`config.mk`:
```
export PLATFORM = sky130hd
export DESIGN_NAME = bp_pht_ctrl
export DESIGN_NICKNAME = d
export VERILOG_FILES = /design/src/rtl/bp_pkg.sv /design/src/rtl/bp_ctr_next.sv /design/src/rtl/bp_pht_ctrl.sv
export SDC_FILE = /design/constraint.sdc
export NUM_CORES = 1
export LEC_CHECK = 0
export CAP_MARGIN = 20
export CORE_MARGIN = 5
export CORE_UTILIZATION = 65
export DETAILED_ROUTE_END_ITERATION = 6
export GPL_TIMING_DRIVEN = 0
export PLACE_DENSITY = 0.87
export SYNTH_ARGS = -nofsm -noshare
export SYNTH_HDL_FRONTEND = slang
export SYNTH_SLANG_ARGS = --single-unit
export TNS_END_PERCENT = 50
```
`constraint.sdc`:
```
create_clock -name clk -period 7.9 [get_ports clk]
set_input_delay 1.185 -clock clk [delete_from_list [all_inputs] [get_ports clk]]
set_output_delay 1.185 -clock clk [all_outputs]
set_load 0.01 [all_outputs]
```
`src/rtl/bp_pkg.sv`:
```
// Shared types for the branch-predictor pattern-history table: 2-bit counter
// encoding and controller FSM states.
package bp_pkg;

   typedef logic [1:0] ctr_t;

   localparam ctr_t CTR_SNT = 2'b00;
   localparam ctr_t CTR_WNT = 2'b01;
   localparam ctr_t CTR_WT  = 2'b10;
   localparam ctr_t CTR_ST  = 2'b11;

   typedef enum logic {
      ST_INIT = 1'b0,
      ST_RUN  = 1'b1
   } st_t;

endpackage

```
`src/rtl/bp_ctr_next.sv`:
```
// Two-bit saturating counter step: taken counts up to strong-T,
// not-taken counts down to strong-NT.
module bp_ctr_next
   import bp_pkg::*;
(
   input  ctr_t i_state,
   input  logic i_taken,
   output ctr_t o_next
);

   always_comb begin
      o_next = i_state;
      if (i_taken) begin
         if (i_state != CTR_ST) o_next = i_state + 2'd1;
      end else begin
         if (i_state != CTR_SNT) o_next = i_state - 2'd1;
      end
   end

endmodule

```
`src/rtl/bp_pht_ctrl.sv`:
```
// Pattern-history table controller: post-reset init sweep, one lookup and one
// read-modify-write update per cycle, saturating mispredict counter.
//
//   state   | meaning
//   --------+------------------------------------------------------------
//   ST_INIT | sweep writes INIT_STATE to entry r_ptr each cycle, ports closed
//   ST_RUN  | lookups and updates accepted; left only through rst
module bp_pht_ctrl
   import bp_pkg::*;
#(
   parameter int   IDX_W      = 6,
   parameter ctr_t INIT_STATE = CTR_WNT,
   parameter int   MISS_W     = 16
) (
   input  logic              clk,
   input  logic              rst,
   input  logic              pred_valid,
   input  logic [IDX_W-1:0]  pred_idx,
   output logic              pred_ready,
   output logic              pred_rsp_valid,
   output logic              pred_taken,
   output logic [1:0]        pred_state,
   input  logic              upd_valid,
   input  logic [IDX_W-1:0]  upd_idx,
   input  logic              upd_taken,
   input  logic              upd_mispred,
   output logic              upd_ready,
   output logic              init_busy,
   output logic [MISS_W-1:0] miss_count
);

   localparam int DEPTH = 2**IDX_W;

   st_t               r_state;
   st_t               w_state_nxt;
   logic [IDX_W-1:0]  r_ptr;
   ctr_t              r_tab [DEPTH];
   logic              r_u1_vld;
   logic [IDX_W-1:0]  r_u1_idx;
   logic              r_u1_taken;
   logic              r_rsp_vld;
   ctr_t              r_rsp_state;
   logic [MISS_W-1:0] r_miss;

   logic              w_busy;
   logic              w_pred_acc;
   logic              w_upd_acc;
   logic              w_sweep_last;
   ctr_t              w_u1_cur;
   ctr_t              w_u1_nxt;
   ctr_t              w_lookup;

   assign w_busy       = rst | (r_state == ST_INIT);
   assign w_pred_acc   = pred_valid & ~w_busy;
   assign w_upd_acc    = upd_valid & ~w_busy;
   assign w_sweep_last = (r_ptr == IDX_W'(DEPTH-1));
   assign w_u1_cur     = r_tab[r_u1_idx];

   bp_ctr_next u_ctr_next (
      .i_state (w_u1_cur),
      .i_taken (r_u1_taken),
      .o_next  (w_u1_nxt)
   );

   always_ff @(posedge clk) begin
      if (rst) r_state <= ST_INIT;
      else     r_state <= w_state_nxt;
   end

   always_comb begin
      w_state_nxt = r_state;
      if (r_state == ST_INIT && w_sweep_last) w_state_nxt = ST_RUN;
   end

   always_ff @(posedge clk) begin
      if (rst)                    r_ptr <= '0;
      else if (r_state == ST_INIT) r_ptr <= r_ptr + IDX_W'(1);
   end

   // Single write port; a U1 write can never coincide with the sweep because
   // RUN is left only through rst, which also empties U1.
   always_ff @(posedge clk) begin
      if (!rst) begin
         if (r_state == ST_INIT) r_tab[r_ptr] <= INIT_STATE;
         else if (r_u1_vld)      r_tab[r_u1_idx] <= w_u1_nxt;
      end
   end

   always_ff @(posedge clk) begin
      if (rst) begin
         r_u1_vld   <= 1'b0;
         r_u1_idx   <= '0;
         r_u1_taken <= 1'b0;
      end else begin
         r_u1_vld <= w_upd_acc;
         if (w_upd_acc) begin
            r_u1_idx   <= upd_idx;
            r_u1_taken <= upd_taken;
         end
      end
   end

   // Bypass the U1 result landing on the same edge the lookup is accepted.
   assign w_lookup = (r_u1_vld && r_u1_idx == pred_idx) ? w_u1_nxt : r_tab[pred_idx];

   always_ff @(posedge clk) begin
      if (rst) begin
         r_rsp_vld   <= 1'b0;
         r_rsp_state <= CTR_SNT;
      end else begin
         r_rsp_vld <= w_pred_acc;
         if (w_pred_acc) r_rsp_state <= w_lookup;
      end
   end

   always_ff @(posedge clk) begin
      if (rst)                                           r_miss <= '0;
      else if (w_upd_acc && upd_mispred && r_miss != '1) r_miss <= r_miss + MISS_W'(1);
   end

   assign init_busy      = w_busy;
   assign pred_ready     = ~w_busy;
   assign upd_ready      = ~w_busy;
   assign pred_rsp_valid = r_rsp_vld;
   assign pred_state     = r_rsp_state;
   assign pred_taken     = r_rsp_state[1];
   assign miss_count     = r_miss;

endmodule

```
Word-level counts from Yosys, hierarchy flattened

Memories as Yosys holds them, arrays and structs flattened. A register that Yosys moved wholly into a read port is not among the register bits.
Cells that the tools add are included.

$add $sub $neg: 4
Eq/ne operators: 3
Muxes and demuxes: 15
Bitwise logic cells: 5
Reductions and logical operators: 5

Operators with widths:

| kind                                             | count |
|---|---|
| 2-to-1 mux 6 bit                                 | 3 |
| adder 16 x 1 -> 16 bit, second input constant    | 1 |
| inequality test 16 bit, second input constant    | 1 |
| 2-to-1 mux 1 bit                                 | 8 |
| 2-to-1 mux 2 bit                                 | 4 |
| adder 6 x 1 -> 6 bit, second input constant      | 1 |
| equality test 6 bit, second input constant       | 1 |
| logical AND 1 bit                                | 3 |
| adder 2 x 1 -> 2 bit, second input constant      | 1 |
| bitwise AND 1 bit                                | 2 |
| inequality test 2 bit, second input constant     | 1 |
| inverter 1 bit                                   | 2 |
| nonzero test 2 bit                               | 1 |
| OR reduction 2 bit                               | 1 |
| subtractor 2 x 1 -> 2 bit, second input constant | 1 |
| OR 1 bit                                         | 1 |

Flip-flop bits (word level): 32
Memory bits (writable): 128
Bits of input ports: 18
Memories kept: 1

Memory list:

| memory | depth | bits a word | rd ports | clocked after memory_dff | wr ports | RTL line          | text |
|---|---|---|---|---|---|---|---|
| r_tab  | 64    | 2           | 2        | 2                        | 1        | bp_pht_ctrl.sv:37 | `ctr_t r_tab [DEPTH];` |

Logic depth before layout (Yosys ltp)

Depth after elaboration: 6
Gate-level depth with buffers: 10
Gate-level depth less buffers: 7

Hierarchy

From an unflattened synthesis, not the netlist that was laid out.

Cell total of the unflattened synthesis: 553
Area total of the unflattened synthesis: 8094.0 um^2

Modules (own cells, without submodules):

| module      | times used | cells each | area each (um^2) | sequential area each (um^2) |
|---|---|---|---|---|
| bp_pht_ctrl | 1          | 550        | 8067.7           | 4644.5 |
| bp_ctr_next | 1          | 3          | 26.3             | 0.0 |

Worst setup path before layout

Ideal clock, no wire load.

Kind: input port to flip-flop
Start point: input port rst
End point: memory r_tab[0][1] in the netlist's numbering, data pin
Setup time: 0.505 ns
Arrival: 3.418 ns
Path slack: 3.977 ns
Cell stages on the path: 5
Path buffers: 3
Path through: clkbuf_1 -> nand3b_1 -> buf_2 -> buf_2 -> nor2_1

Word-level cells in the longest chain between the ends: 4

RTL lines:

| item                                   | RTL line          | text |
|---|---|---|
| start: declaration                     | bp_pht_ctrl.sv:16 | `input logic rst,` |
| 2-to-1 mux 1 bit                       | bp_pht_ctrl.sv:83 | `if (!rst) begin` |
| 2-to-1 mux 1 bit (not written as such) | bp_pht_ctrl.sv:85 | `else if (r_u1_vld) r_tab[r_u1_idx] <= w_u1_nxt;` |
| OR reduction 2 bit (no line)           | --                |  |
| 2-to-1 mux 2 bit (no line)             | --                |  |
| end: declaration                       | bp_pht_ctrl.sv:37 |  |

No other way between the ends.

==> reports/metrics.yaml <==
arrival_ns: 4.78
min_to: "r_u1_taken"
ys_seq_area_frac: 0.568
p_seq_frac: 0.522
endpoint_kind: "flop"
final_area_um2: 9330
setup_viol: 0
ir_drop_v: 0.000158
clk_pin_slew_ns: 0.07
synth_top_area_frac: 0.470
htreeDepth: 4
wl_per_cell_um: 26.4
numPortBuffers: 36
syn_nets: 604
synth_edf_count: 128
multi_input_area_um2: 3320
area_growth_pct: 14.1
min_period_over_period: 0.562
diodes: 0
r2r_cells: 9
clkPwrFrac: 0.439
io_pins: 41
slew_viol_final: 0
async_flop_share: 0
period_minus_slack_ns: 4.44
cts_tree: "built"
hold_path_depth: 2
clock_skew_ns: 0.0112
syn_area_per_cell_um2: 14.0
hold_viol: 0
cts.sinks: 168
synth_area_leaders: "edfxtp_1 (47%), mux4_2 (17%), dfxtp_1 (9.8%)"
hold_buffers: 0
postCtsSetupRepairBufs: 0
rows: 41
r2r_slack_ns: 3.97
placed_cell_area_um2: 8780
place_congestion: 0.957
routed_wl_um: 21800
ys_warn_count: 0
worst_pin_slew_ns: 1.01
timing.fmax_mhz: 225
p_sw_frac: 0.224
track_usage: 0.312
seq_area_um2: 4640
hold_class: "reg -> reg"
drt_iter0_drc: 945
drc_errors: 0
numCtsBuffers: 17
vias: 5742
p_per_area_nw_per_um2: 194
place_hpwl_um: 14600
drt_pass1_iterations: 6
coreArea_um2: 12500
antenna_found_initial: 0
fillers: 736
relSlewSlack: 0.309
grt_first_pass_wirelength_um: 33400
p_switching_uw: 404
yosysUniqueCellTypes: 54
synth_top_area_cell: "edfxtp_1"
drv_cap: 0
cp.required_ns: 8.23
die_x_um: 122
grt_pass1_vias: 6009
worstSetupPathType: "in -> reg"
ys.flop_type: "edfxtp_1"
drive_above_1_share: 0.184
synthCells: 584
die_area_um2: 14900
ctsLongestPathBuffers: 2
hp-start: "r_u1_taken"
leakagePower_nw: 3.10
viasPerCell: 6.96
grt.overflow.total: 0
fin_setup_tns_ns: 0
cp-start-kind: "input port"
synth_area_um2: 8180
cts-root-buf: "clkbuf_16"
grt_max_degree: 65
r2r_end: "r_tab[48][0]"
cp_max_fo: 10
p_int_mw: 1.40
initial_core_util: 0.656
ant_nets: 0
cts-resized-gates: 0
clock_latency_ns: 0.45
outcome: "completed"
synth-seq-cells: 168
dieHeight_um: 122
power_frac_comb: 0.039
rsz0062_at_grt: "no"
nets: 660
## critical path, stage by stage
cell and delay, ns:
clkdlybuf4s50_1 0.70, clkbuf_1 0.72, clkbuf_1 0.68, mux4_2 0.42
mux2i_1 0.22, a221oi_1 0.15, a22oi_1 0.20, o21ai_0 0.17
a31oi_1 0.23, o31ai_1 0.09
## final cells by class
class	count	share of cell area
sequential	168	0.498
multi-input combinational	372	0.355
clock buffer	18	0.0460
timing repair buffer	37	0.0408
tap	172	0.0231
buffer	35	0.0204
clock inverter	14	0.0130
inverter	9	0.00362
## sequential cells by signal (all words and copies together), names as in the netlist, named ones only
| signal | count |
|---|---|
| r_u1_vld | 1 |
| r_state | 1 |
| pred_rsp_valid | 1 |
| r_ptr | 6 |
| r_u1_idx | 6 |
| pred_state | 2 |
| miss_count | 16 |
| r_tab | 128 |
| r_u1_taken | 1 |
## stage by stage
step | worst slack [ns] | cells | util | hold slack [ns] | power, mW
detailed placement | 3.23 | 793 | 0.704 | 0.495 | 1.03
global placement | 2.20 | 792 | 0.702 | 0.479 | 1.03
finish | 3.46 | 825 | 0.749 | 0.517 | 1.81
floorplan | 3.98 | 584 | - | 0.470 | 1.00
CTS | 3.63 | 825 | 0.749 | 0.509 | 1.80
global route | 3.46 | 825 | 0.749 | 0.539 | 1.85
## worst max path at each step
stage                      startpoint       endpoint  slack [ns]  cells past startpoint
after floorplan                   rst    r_tab[0][1]        3.98                      5
after global placement           flop   r_tab[22][1]        2.20                      8
after detailed placement  pred_idx[1]  pred_state[0]        3.23                     10
after CTS                 pred_idx[1]  pred_state[0]        3.63                     10
after global routing      pred_idx[1]  pred_state[0]        3.46                     10
final                     pred_idx[1]  pred_state[0]        3.46                     10
## logic make-up after synthesis
| logic type | share of synthesized area |
|---|---|
| xor gates and xnor gates | 0.0236 |
| buffers and inverters | 0.0274 |
| and+or+nand+nor | 0.113 |
| DFF | 0.568 |
| AOI/OAI and AO/OA | 0.0503 |
| muxes | 0.212 |
| adders and majority gates | 0.00566 |
## power groups by stage
stage	clock (mW)	combinational, mW	sequential, mW
floorplan	0	0.0434	0.961
global placement	0	0.0664	0.962
detailed placement	0	0.0683	0.962
CTS	0.789	0.0691	0.943
global route	0.830	0.0741	0.943
finish	0.793	0.0711	0.943
## cells in the mapped netlist, drive strengths merged (2+ instances only)
cell	count
maj3	2
o22ai	2
xor2	15
buf	19
nor2	94
xnor2	7
inv	9
a2111oi	2
nand2b	9
nor4	2
nand3b	6
nor3	2
o21ai	15
clkbuf	16
nand4	7
nor2b	9
mux4	68
or3	7
a22oi	10
and4	4
o31ai	3
a221oi	2
edfxtp	128
o21a	3
nand3	13
mux2i	17
and2	2
and3	3
nand2	37
a31oi	4
a21oi	10
ha	2
dfxtp	40
a211oi	3
## per-layer routing
layer	wire length, um	share of wire	track usage
met1	7250	0.33	0.366
met2	10900	0.50	0.513
met3	2370	0.11	0.0966
met4	1270	0.058	0.178
met5	0	0	0
## cell usage in the layout, fill, tap and decap left out, types with 3 or more instances in the layout
| cell type | synthesis | final |
|---|---|---|
| edfxtp_1 | 128 | 128 |
| nor2_1 | 93 | 92 |
| mux4_2 | 63 | 63 |
| dfxtp_1 | 40 | 40 |
| nand2_1 | 37 | 37 |
| clkdlybuf4s50_1 | 0 | 36 |
| clkbuf_1 | 16 | 17 |
| clkbuf_16 | 0 | 17 |
| mux2i_1 | 16 | 16 |
| o21ai_0 | 15 | 15 |
| xor2_1 | 15 | 15 |
| nand3_1 | 13 | 13 |
| buf_2 | 10 | 10 |
| a22oi_1 | 10 | 10 |
| a21oi_1 | 10 | 10 |
| nor2b_1 | 9 | 9 |
| nand2b_1 | 9 | 9 |
| inv_1 | 9 | 8 |
| nand4_1 | 7 | 7 |
| or3_1 | 7 | 7 |
| xnor2_1 | 7 | 7 |
| nand3b_1 | 6 | 6 |
| mux4_1 | 5 | 5 |
| inv_6 | 0 | 5 |
| clkinv_2 | 0 | 5 |
| a31oi_1 | 4 | 4 |
| buf_4 | 4 | 4 |
| and4_1 | 4 | 4 |
| a211oi_1 | 3 | 3 |
| o31ai_1 | 3 | 3 |
| o21a_1 | 3 | 3 |
| and3_1 | 3 | 3 |
| clkinvlp_4 | 0 | 3 |
Note: power is estimated with default switching activity, not from simulation.
